==> config.mk <==
export PLATFORM = sky130hd
export DESIGN_NAME = bcd_result_display_scanner
export DESIGN_NICKNAME = d
export VERILOG_FILES = /design/src/rtl/bcd_result_display_scanner_pkg.sv /design/src/rtl/bcd_result_display_scanner_seg7_decode.sv /design/src/rtl/bcd_result_display_scanner.sv
export SDC_FILE = /design/constraint.sdc
export NUM_CORES = 1
export LEC_CHECK = 0
export CORE_ASPECT_RATIO = 1.1
export CORE_MARGIN = 3
export CORE_UTILIZATION = 64
export DETAILED_ROUTE_END_ITERATION = 10
export DONT_BUFFER_PORTS = 1
export GPL_ROUTABILITY_DRIVEN = 0
export GPL_TIMING_DRIVEN = 0
export HOLD_SLACK_MARGIN = 0.05
export PLACE_DENSITY = 0.8
export SKIP_CTS_REPAIR_TIMING = 1
export SYNTH_ARGS = -nofsm -noshare
export SYNTH_HDL_FRONTEND = slang
export SYNTH_SLANG_ARGS = --single-unit
==> constraint.sdc <==
create_clock -name clk -period 3.23 [get_ports clk]
set_input_delay 0.8075 -clock clk [delete_from_list [all_inputs] [get_ports clk]]
set_output_delay 0.8075 -clock clk [all_outputs]
set_load 0.01 [all_outputs]
==> src/rtl/bcd_result_display_scanner_pkg.sv <==
`default_nettype none
// ----------------------------------------------------------------------------
// bcd_result_display_scanner_pkg : segment patterns and scan slot encoding
// Rev 1.0
// ----------------------------------------------------------------------------
package bcd_result_display_scanner_pkg;

  // Segment order is abcdefg with bit6 = a; 1 = lit
  localparam logic [6:0] SEG_BLANK = 7'b0000000;
  localparam logic [6:0] SEG_MINUS = 7'b0000001;
  localparam logic [6:0] SEG_0     = 7'b1111110;
  localparam logic [6:0] SEG_1     = 7'b0110000;
  localparam logic [6:0] SEG_2     = 7'b1101101;
  localparam logic [6:0] SEG_3     = 7'b1111001;
  localparam logic [6:0] SEG_4     = 7'b0110011;
  localparam logic [6:0] SEG_5     = 7'b1011011;
  localparam logic [6:0] SEG_6     = 7'b1011111;
  localparam logic [6:0] SEG_7     = 7'b1110000;
  localparam logic [6:0] SEG_8     = 7'b1111111;
  localparam logic [6:0] SEG_9     = 7'b1111011;

  localparam logic [3:0] ANODE_IDLE = 4'b1111;

  typedef enum logic [1:0] {
    SCAN_MAG   = 2'd0,
    SCAN_SIGN  = 2'd1,
    SCAN_UNITS = 2'd2,
    SCAN_TENS  = 2'd3
  } scan_idx_t;

endpackage
`default_nettype wire

==> src/rtl/bcd_result_display_scanner_seg7_decode.sv <==
`default_nettype none
// ----------------------------------------------------------------------------
// seg7_decode : BCD digit to abcdefg segments, codes 10-15 blank
// Rev 1.0
// ----------------------------------------------------------------------------
module seg7_decode
  import bcd_result_display_scanner_pkg::*;
(
  input  logic [3:0] bcd,
  output logic [6:0] seg
);

  always_comb begin
    seg = SEG_BLANK;
    case (bcd)
      4'd0:    seg = SEG_0;
      4'd1:    seg = SEG_1;
      4'd2:    seg = SEG_2;
      4'd3:    seg = SEG_3;
      4'd4:    seg = SEG_4;
      4'd5:    seg = SEG_5;
      4'd6:    seg = SEG_6;
      4'd7:    seg = SEG_7;
      4'd8:    seg = SEG_8;
      4'd9:    seg = SEG_9;
      default: seg = SEG_BLANK;
    endcase
  end

endmodule
`default_nettype wire

==> src/rtl/bcd_result_display_scanner.sv <==
`default_nettype none
// ----------------------------------------------------------------------------
// bcd_result_display_scanner : holds signed subtractor result + BCD capture count
// and scans them onto a 4-digit multiplexed seven-segment display. Rev 1.0
// ----------------------------------------------------------------------------
module bcd_result_display_scanner
  import bcd_result_display_scanner_pkg::*;
#(
  parameter int unsigned REFRESH_DIV = 100000,
  parameter int unsigned CNT_W       = 17
) (
  input  logic       clk,
  input  logic       rst_n,
  input  logic       result_valid,
  input  logic [3:0] result_digit,
  input  logic       result_sign_positive,
  input  logic       clear,
  output logic [6:0] seg,
  output logic [3:0] an_n,
  output logic [7:0] result_count
);

  localparam logic [CNT_W-1:0] REFRESH_LAST = CNT_W'(REFRESH_DIV - 1);

  logic [CNT_W-1:0] refresh_cnt;
  scan_idx_t        scan_idx;
  logic [3:0]       held_digit;
  logic             held_sign_pos;
  logic [7:0]       next_count;
  logic [3:0]       mux_digit;
  logic [6:0]       digit_seg;
  logic [6:0]       next_seg;
  logic [3:0]       next_an;

  always_comb begin
    next_count = result_count;
    if (result_count[3:0] == 4'd9) begin
      next_count[3:0] = 4'd0;
      next_count[7:4] = (result_count[7:4] == 4'd9) ? 4'd0 : result_count[7:4] + 4'd1;
    end else begin
      next_count[3:0] = result_count[3:0] + 4'd1;
    end
  end

  always_ff @(posedge clk) begin
    if (!rst_n) begin
      held_digit    <= 4'd0;
      held_sign_pos <= 1'b1;
      result_count  <= 8'h00;
    end else if (clear) begin
      held_digit    <= 4'd0;
      held_sign_pos <= 1'b1;
      result_count  <= 8'h00;
    end else if (result_valid) begin
      held_digit    <= result_digit;
      // A zero magnitude is always shown unsigned, never as "-0"
      held_sign_pos <= result_sign_positive | (result_digit == 4'd0);
      result_count  <= next_count;
    end
  end

  always_comb begin
    mux_digit = held_digit;
    case (scan_idx)
      SCAN_UNITS: mux_digit = result_count[3:0];
      SCAN_TENS:  mux_digit = result_count[7:4];
      default:    mux_digit = held_digit;
    endcase
  end

  seg7_decode u_decode (
    .bcd (mux_digit),
    .seg (digit_seg)
  );

  always_comb begin
    next_seg = digit_seg;
    if (scan_idx == SCAN_SIGN) begin
      next_seg = held_sign_pos ? SEG_BLANK : SEG_MINUS;
    end
    next_an           = ANODE_IDLE;
    next_an[scan_idx] = 1'b0;
  end

  // Outputs are registered from the current slot, so they trail scan_idx by one cycle
  always_ff @(posedge clk) begin
    if (!rst_n) begin
      refresh_cnt <= '0;
      scan_idx    <= SCAN_MAG;
      an_n        <= 4'b1110;
      seg         <= SEG_0;
    end else begin
      if (refresh_cnt == REFRESH_LAST) begin
        refresh_cnt <= '0;
        scan_idx    <= scan_idx_t'(scan_idx + 2'd1);
      end else begin
        refresh_cnt <= refresh_cnt + CNT_W'(1);
      end
      an_n <= next_an;
      seg  <= next_seg;
    end
  end

endmodule
`default_nettype wire

==> results_dict.tcl, run 1 <==
set metrics [dict create \
    hold_violations 0 \
    post_synth_edffs 0 \
    initial_utilization_pct 69.6 \
    vdd.ir_drop.worst_mv 0.407 \
    cts_tree "done" \
    cts_root_buf "clkbuf_4" \
    dr_total_vias 1608 \
    critPathCapture "seg[3]$_SDFF_PN1_" \
    cts-buffers-inserted 5 \
    crit_fanout 7 \
    synth_top_cells_by_area "dfxtp_1 43%, ha_1 6.9%, nor2_1 6.0%" \
    report.final.setup_viol 0 \
    timing.max_slew.rel_slack_pct 69.0 \
    wire_per_inst_um 14.5 \
    yosysWarnings 0 \
    cp.buffers_inverters 2 \
    final_min_period_over_clock_period_pct 70.3 \
    route.antenna.remaining_nets 0 \
    leakage_nw 0.847 \
    syn_nets 245 \
    syn_inst_count 225 \
    fraction_of_registers_with_async_set_or_reset_after_synthesis_pct 0 \
    maxCapViolCount 0 \
    worstSetupStartpointType "flip-flop" \
    global_route.overflow_total 0 \
    postSynthAreaPerCell_um2 8.90 \
    drt_wl_total_mm 3.85 \
    multi_input_area_mm2 0.00108 \
    post-synth-top-area-cell "dfxtp_1" \
    timing.critical_path.required_ns 3.52 \
    final_nets 252 \
    grt_antenna_before_repair 0 \
    dpl.hpwl_mm 2.94 \
    finClkSkew_ns 0.00887 \
    path_delay_family "compound AO/OA/AOI/OAI gates" \
    regArea_um2 861 \
    grt_first_pass_wirelength_mm 6.51 \
    placement_rows 20 \
    critical_path_class "flip-flop to flip-flop" \
    max_slew.worst_pin.slew_ns 0.465 \
    critical_path.reg2reg.endpoint "seg[3]$_SDFF_PN1_" \
    cts.reportedPaths.clkPinSlew_ns 0.12 \
    rsz_0062_raised_after_global_routing "false" \
    outcome "complete, no violations" \
    drv_slew 0 \
    insertedDiodeCount 0 \
    top_level_ports 28 \
    min_path_type "flip-flop to flip-flop" \
    fmax_ghz 0.440 \
    yosys.area.top_type_share_pct 43.0 \
    worst_path_max_delay_cell "dfxtp_1" \
    fin_crit_ns 2.27 \
    cts_num_sinks 43 \
    rr_startpoint "scan_idx[0]$_SDFFE_PN0N_" \
    critical_path_cell_count 8 \
    grt_util_met1_pct 23.8 \
    area_delta_synth_final_pct 6.37 \
    detailed_route_drc_error_count 0 \
    die-area_mm2 0.00384 \
    clock_tree_buf_depth 2 \
    rr_worst_depth 8 \
    post-route-util_pct 74.0 \
    drive_above_1_share_pct 8.58 \
    post_drt_via_cell_ratio 6.05 \
    most_crowded_layer_after_global_routing "met2" \
    io_buffer_count 0 \
    critical_path.cell_chain "inv_1, ha_1, a22o_2, a21oi_1, inv_1, ha_1, a211o_1, o21ai_0" \
    timing.setup.tns_ns 0 \
    met3_capacity_usage_during_global_routing_pct 6.18 \
    synth_sequential_area_ratio_pct 43.0 \
    worst_setup_path_startpoint "scan_idx[0]$_SDFFE_PN0N_" \
    netlist-cell-type-count 44 \
    die_w_um 59.3 \
    crit_path_max_incr_delay_ns 0.42 \
    synth_area_mm2 0.00200 \
    layout_setup_ws_ns 0.959 \
    drtIter0Drc 90 \
    total_routing_resource_utilization_after_global_routing_pct 22.1 \
    yosys_most_used_dff "dfxtp_1" \
    power.density_mw_per_mm2 444 \
    drt_pass_1_iters 4 \
    crit_path_end_kind "flip-flop" \
    floorplan.core_area_mm2 0.00288 \
    preCtsSetupSlack_ns 0.968 \
    yosys_register_bits 43 \
    total_number_of_h_tree_levels 2 \
    grt_start_max_net_pins 14 \
    fillCellCount 220 \
    die_h_um 64.7 \
    timing.reg2reg.setup_slack_ns 0.96 \
    grt_util_met2_pct 38.8 \
    first_global_vias 1499 \
    clock_latency_ns 0.36 \
    arrival_ns 2.56 \
]
## sequential cells by signal, indices dropped and copies added (netlist names)
signal         count
an_n               4
held_digit         4
held_sign_pos      1
refresh_cnt       17
result_count       8
scan_idx           2
seg                7
## area by class of cell
cell class                      count  share of cell area [%]
Clock buffer                        6                    2.41
Tap cell                           33                    1.94
Inverter                            9                    1.59
Buffer                              7                    1.47
Multi-Input combinational cell    166                    50.6
Sequential cell                    43                    40.4
Clock inverter                      2                    1.64
## worst reg2reg max path, stage by stage, from the launching register on
cell	delay, ns
dfxtp_1	0.42
inv_1	0.09
ha_1	0.30
a22o_2	0.30
a21oi_1	0.32
inv_1	0.14
ha_1	0.22
a211o_1	0.26
o21ai_0	0.17
## synth_stat cells (2+ instances only)
master	instances
nor4bb_1	2
xnor2_1	6
dfxtp_1	43
inv_1	9
nand4_1	5
o21ai_0	11
nand2_1	15
a21oi_1	11
nor4_1	3
xor2_1	11
and2_2	2
buf_2	4
a22o_2	3
and4_1	3
ha_1	11
nand3_1	8
nor2b_1	5
nor3b_1	2
a211o_1	2
mux2i_1	5
clkbuf_1	2
nor2_1	32
or3_1	5
nor3_1	5
## logic make-up (layout without fill, tap and decap cells)
kind of cell | Yosys count | after routing | share of synthesized area, %
simple gates | 94 | 94 | 24.0
flops | 43 | 43 | 43.0
compound gates | 39 | 39 | 13.0
xor+xnor | 17 | 17 | 7.43
buf+inv | 16 | 24 | 3.25
fa+ha+maj | 11 | 11 | 6.87
mux | 5 | 5 | 2.50
## per-stage QoR
| stage | hold WS (ns) | cell area, µm² | instances | power, mW |
|---|---|---|---|---|
| 2_1_floorplan | 0.418 | 2000 | 225 | 0.594 |
| 3_3_place_gp | 0.431 | 2040 | 258 | 0.602 |
| 3_5_place_dp | 0.440 | 2040 | 258 | 0.605 |
| 4_1_cts | 0.468 | 2130 | 266 | 0.956 |
| 5_1_grt | 0.488 | 2130 | 266 | 0.986 |
| 6_report | 0.461 | 2130 | 266 | 0.945 |
## cell usage in the layout (no fill, tap or decap), types with 2 or more instances in the layout
cell / n
and4_1: 3
o21ai_0: 11
ha_1: 11
xor2_1: 11
a21oi_1: 11
nor2b_1: 5
xnor2_1: 6
nand4_1: 5
dfxtp_1: 43
nand2_1: 15
or3_1: 5
a211o_1: 2
nor3b_1: 2
nor4bb_1: 2
nor2_1: 32
a22o_2: 3
buf_2: 4
nand3_1: 8
nor4_1: 3
inv_1: 9
mux2i_1: 5
clkbuf_4: 5
clkbuf_1: 2
nor3_1: 5
and2_2: 2
## routing by layer
| layer | share of wire, % | vias up |
|---|---|---|
| li1 | - | 795 |
| met4 | 2.0 | 0 |
| met1 | 39 | 757 |
| met2 | 52 | 47 |
| met3 | 6.9 | 9 |
| met5 | 0 | - |
## power by group
part | internal [mW] | switching, mW | total [mW]
sequential | 0.540 | 0.00888 | 0.549
combinational | 0.0174 | 0.0270 | 0.0444
clock | 0.183 | 0.169 | 0.352
total | 0.740 | 0.205 | 0.945
## worst min path at each step
stage	endpoint	cells after the start	from	slack (ns)
floorplan	refresh_cnt[0]$_SDFF_PP0_	1	refresh_cnt[0]$_SDFF_PP0_	0.42
global placement	refresh_cnt[0]$_SDFF_PP0_	1	refresh_cnt[0]$_SDFF_PP0_	0.43
detailed placement	refresh_cnt[0]$_SDFF_PP0_	1	refresh_cnt[0]$_SDFF_PP0_	0.44
CTS	refresh_cnt[0]$_SDFF_PP0_	1	refresh_cnt[0]$_SDFF_PP0_	0.47
global route	refresh_cnt[0]$_SDFF_PP0_	1	refresh_cnt[0]$_SDFF_PP0_	0.49
finish	refresh_cnt[0]$_SDFF_PP0_	1	refresh_cnt[0]$_SDFF_PP0_	0.46
Power figures use the tool's default switching activity.
==> inputs of run 2 (changes only) <==
CORE_UTILIZATION = 62   (was 64)
PLACE_DENSITY = 0.78   (was 0.8)
clock period = 2.3 ns   (was 3.23 ns; I/O delays follow)
==> results_dict.tcl, run 2 (synthesis gave the netlist of run 1 again) <==
set metrics [dict create \
    outcome "complete, no violations" \
    initial_utilization_pct 65.2 \
    io_buffer_count 0 \
    power.density_mw_per_mm2 560 \
    dpl.hpwl_mm 2.85 \
    grt_antenna_before_repair 0 \
    fmax_ghz 0.472 \
    crit_path_end_kind "flip-flop" \
    grt_start_max_net_pins 14 \
    crit_fanout 7 \
    detailed_route_drc_error_count 0 \
    area_delta_synth_final_pct 5.00 \
    clock_tree_buf_depth 2 \
    finClkSkew_ns 0.00737 \
    largest_reg_flops 17 \
    worstSetupStartpointType "flip-flop" \
    die_h_um 65.6 \
    power_frac_clock_pct 29.3 \
    min_path_type "input port to flip-flop" \
    total_routing_resource_utilization_after_global_routing_pct 22.0 \
    rsz_0062_raised_after_global_routing "false" \
    top_level_ports 28 \
    first_global_vias 1547 \
    top_regs "refresh_cnt x17, result_count x8, seg x7" \
    timing.critical_path.required_ns 2.53 \
    grt_util_met1_pct 24.4 \
    floorplan.core_area_mm2 0.00307 \
    maxCapViolCount 0 \
    die_w_um 60.2 \
    final_nets 252 \
    post_drt_via_cell_ratio 5.93 \
    cellInternalPower_mw 0.897 \
    most_crowded_layer_after_global_routing "met2" \
    grt_util_met2_pct 37.8 \
    insertedDiodeCount 0 \
    combPwrFrac_pct 5.3 \
    dr_total_vias 1582 \
    drtIter0Drc 44 \
    cts_tree "done" \
    cts-buffers-inserted 5 \
    arrival_ns 2.35 \
    drt_pass_1_iters 4 \
    final_min_period_over_clock_period_pct 92.2 \
    grt_first_pass_wirelength_mm 6.56 \
    met3_capacity_usage_during_global_routing_pct 5.30 \
    clock_latency_ns 0.36 \
    drv_slew 0 \
    leakage_nw 0.835 \
    drive_above_1_share_pct 9.44 \
    placement_rows 21 \
    max_slew.worst_pin.slew_ns 0.516 \
    timing.max_slew.rel_slack_pct 65.5 \
    cts.reportedPaths.clkPinSlew_ns 0.12 \
    cts_root_buf "clkbuf_4" \
    cts_num_sinks 43 \
    final_cell_mix "42 x dfxtp_1, 32 x nor2_1, 15 x nand2_1" \
    layout_setup_ws_ns 0.180 \
    fin_crit_ns 2.12 \
    p_sw_share_pct 23.9 \
    p_sw_mw 0.281 \
    global_route.overflow_total 0 \
    report.final.setup_viol 0 \
    vdd.ir_drop.worst_mv 0.485 \
    regMostFlops "refresh_cnt" \
    total_number_of_h_tree_levels 2 \
    drt_wl_total_mm 3.78 \
    preCtsSetupSlack_ns 0.00538 \
    route.antenna.remaining_nets 0 \
    layout_commonest_cell "dfxtp_1" \
    wire_per_inst_um 14.1 \
    critical_path_class "flip-flop to flip-flop" \
    hold_violations 0 \
    die-area_mm2 0.00395 \
    seqPwrFrac_pct 65.4 \
    post-route-util_pct 68.4 \
]
run 2: power groups by stage:
| stage | sequential (mW) | combinational, mW | clock, mW |
|---|---|---|---|
| 3_3_place_gp | 0.787 | 0.0584 | 0 |
| 5_1_grt | 0.773 | 0.0718 | 0.394 |
| 2_1_floorplan | 0.785 | 0.0495 | 0 |
| 3_5_place_dp | 0.788 | 0.0623 | 0 |
| 4_1_cts | 0.771 | 0.0627 | 0.362 |
| 6_report | 0.770 | 0.0621 | 0.346 |
run 2: layout make-up:
class,count,area [µm²]
buffer,7,31.3
inverter,9,33.8
fill,242,971
sequential,43,862
multi-input combinational,166,1080
tap,34,42.5
clock inverter,3,15.0
clock buffer,5,37.5
run 2: stage by stage:
stage	TNS [ns]	area (µm²)	hold WS, ns	instances	total power, mW
finish	0	2100	0.364	267	1.18
global route	0	2100	0.365	267	1.24
CTS	-0.00354	2100	0.355	267	1.20
detailed placement	0	2050	0.444	259	0.850
global placement	0	2050	0.428	259	0.845
floorplan	0	2000	0.418	225	0.835
run 2: routing by layer:
layer,vias to the layer above,routed length (µm)
li1,800,-
met1,734,1550
met2,42,1960
met3,6,202
met4,0,61
met5,-,0
run 2: path summary, 6_finish.rpt:
kind	start	endpoint	slack (ns)	cells after the start
setup / recovery	scan_idx[0]$_SDFFE_PN0N_	seg[5]$_SDFF_PN1_	0.18	9
hold / removal	result_digit[0]	held_digit[0]$_SDFFE_PP0P_	0.36	2
setup reg to reg	scan_idx[0]$_SDFFE_PN0N_	seg[5]$_SDFF_PN1_	0.18	9
hold reg to reg	refresh_cnt[0]$_SDFF_PP0_	refresh_cnt[0]$_SDFF_PP0_	0.46	1
run 2: critical path, cell delays in order, from the launching register on:
cell and delay, ns:
dfxtp_2 0.38, inv_1 0.07, ha_1 0.29, a22o_2 0.29, a21o_2 0.23, ha_1 0.29
inv_1 0.08, o21ai_0 0.09, a22oi_1 0.17, o21ai_0 0.11
==> inputs of run 3 (changes only) <==
CORE_UTILIZATION = 54   (was 62)
DONT_BUFFER_PORTS = default   (was 1)
PLACE_DENSITY = 0.79   (was 0.78)
==> results_dict.tcl, run 3 (synthesis gave the netlist of run 1 again) <==
set metrics [dict create \
    final_nets 277 \
    drt_wl_total_mm 3.76 \
    fin_crit_ns 2.08 \
    drv_slew 0 \
    total_routing_resource_utilization_after_global_routing_pct 17.4 \
    rr_worst_depth 8 \
    cts_root_buf "clkbuf_4" \
    total_number_of_h_tree_levels 2 \
    timing.max_slew.rel_slack_pct 68.8 \
    hold_violations 0 \
    preCtsSetupSlack_ns -0.00406 \
    initial_utilization_pct 58.2 \
    outcome "complete, no violations" \
    max_slew.worst_pin.slew_ns 0.467 \
    leakage_nw 0.946 \
    cts_tree "done" \
    global_route.overflow_total 0 \
    dr_total_vias 1603 \
    drtIter0Drc 106 \
    io_buffer_count 25 \
    largest_reg_flops 17 \
    power.density_mw_per_mm2 555 \
    worstSetupStartpointType "flip-flop" \
    top_regs "refresh_cnt x17, result_count x8, seg x7" \
    placed_area_mm2 0.00231 \
    detailed_route_drc_error_count 0 \
    final_cell_area_mm2 0.00241 \
    vdd.ir_drop.worst_mv 0.412 \
    rsz_0062_raised_after_global_routing "false" \
    report.final.setup_viol 0 \
    grt_first_pass_wirelength_mm 6.32 \
    first_global_vias 1441 \
    crit_fanout 7 \
    wire_per_inst_um 12.3 \
    clock_latency_ns 0.35 \
    rr_startpoint "scan_idx[0]$_SDFFE_PN0N_" \
    critical_path.reg2reg.endpoint "seg[1]$_SDFF_PN1_" \
    drt_pass_1_iters 4 \
    fillCellCount 286 \
    fmax_ghz 0.481 \
    drive_above_1_share_pct 8.91 \
    critical_path_class "flip-flop to flip-flop" \
    dpl.hpwl_mm 2.72 \
    arrival_ns 2.34 \
    final.hold.worst_slack_ns 0.459 \
    post-route-util_pct 70.0 \
    finClkSkew_ns 0.0101 \
    layout_commonest_cell "dfxtp_1" \
    crit_path_end_kind "flip-flop" \
    route.antenna.remaining_nets 0 \
    grt_antenna_before_repair 0 \
    maxCapViolCount 0 \
    die-area_mm2 0.00448 \
    regMostFlops "refresh_cnt" \
    placement_rows 22 \
    post_drt_via_cell_ratio 5.24 \
    hold_end "refresh_cnt[0]$_SDFF_PP0_" \
    hp-start "refresh_cnt[0]$_SDFF_PP0_" \
    clock_tree_buf_depth 2 \
    timing.hold.worst_path_depth 1 \
    area_delta_synth_final_pct 20.3 \
    die_h_um 69.9 \
    final_min_period_over_clock_period_pct 90.4 \
    insertedDiodeCount 0 \
    cts.reportedPaths.clkPinSlew_ns 0.13 \
    grt_start_max_net_pins 15 \
    layout_setup_ws_ns 0.221 \
    top_level_ports 28 \
    timing.reg2reg.setup_slack_ns 0.22 \
    die_w_um 64.1 \
    floorplan.core_area_mm2 0.00344 \
    final_cell_mix "42 x dfxtp_1, 31 x nor2_1, 25 x clkdlybuf4s50_1" \
    timing.critical_path.required_ns 2.56 \
    cts_num_sinks 43 \
    min_path_type "flip-flop to flip-flop" \
    cts-buffers-inserted 5 \
]
==> run 3: cell types whose count changed in the layout (fill, tap and decap cells not counted), sizes merged <==
| cell | before | now |
|---|---|---|
| clkdlybuf4s50 | 0 | 25 |
| bufinv | 0 | 1 |
| clkinv | 3 | 2 |
==> run 3: how the worst max path moves through the flow <==
stage                              from                end  slack, ns  depth (start not counted)
6_report       scan_idx[0]$_SDFFE_PN0N_  seg[1]$_SDFF_PN1_       0.22                          8
5_1_grt        scan_idx[0]$_SDFFE_PN0N_  seg[1]$_SDFF_PN1_       0.03                          8
4_1_cts        scan_idx[0]$_SDFFE_PN0N_  seg[1]$_SDFF_PN1_      -0.04                          8
3_5_place_dp   scan_idx[0]$_SDFFE_PN0N_  seg[1]$_SDFF_PN1_     -0.004                          8
3_3_place_gp   scan_idx[0]$_SDFFE_PN0N_  seg[1]$_SDFF_PN1_       0.06                          8
2_1_floorplan  scan_idx[0]$_SDFFE_PN0N_  seg[3]$_SDFF_PN1_       0.31                          8
==> run 3: power breakdown <==
part | internal, mW | total [mW] | switching [mW]
sequential | 0.759 | 0.767 | 0.00828
clock | 0.229 | 0.481 | 0.253
combinational | 0.0438 | 0.0881 | 0.0443
total | 1.03 | 1.34 | 0.305
==> run 3: final cells by class <==
cell class	count	area, µm²	share of cell area (%)
Sequential cell	43	862	35.8
Buffer	7	31.3	1.30
Clock inverter	3	43.8	1.82
Tap cell	48	60.1	2.49
Clock buffer	5	37.5	1.56
Inverter	9	33.8	1.40
Timing Repair Buffer	25	250	10.4
Multi-Input combinational cell	166	1090	45.3
==> run 3: metrics by stage <==
step | TNS [ns] | power (mW) | instances
global placement | 0 | 0.870 | 298
floorplan | 0 | 0.835 | 225
finish | 0 | 1.34 | 306
CTS | -0.0623 | 1.35 | 306
detailed placement | -0.00406 | 0.872 | 298
global route | 0 | 1.39 | 306
==> run 3: routing by layer <==
layer  GRT usage (%)  wire length [µm]
met5               0                 0
met4            4.80                33
met3            5.47               173
met2            25.6              1680
met1            24.3              1870
==> run 3: critical path: stages, from the launching register on <==
cell and delay, ns:
dfxtp_2 0.39, inv_1 0.07, ha_1 0.29, a22o_2 0.30, a21o_2 0.24, inv_1 0.15
ha_1 0.20, nor2_1 0.05, o41ai_1 0.30
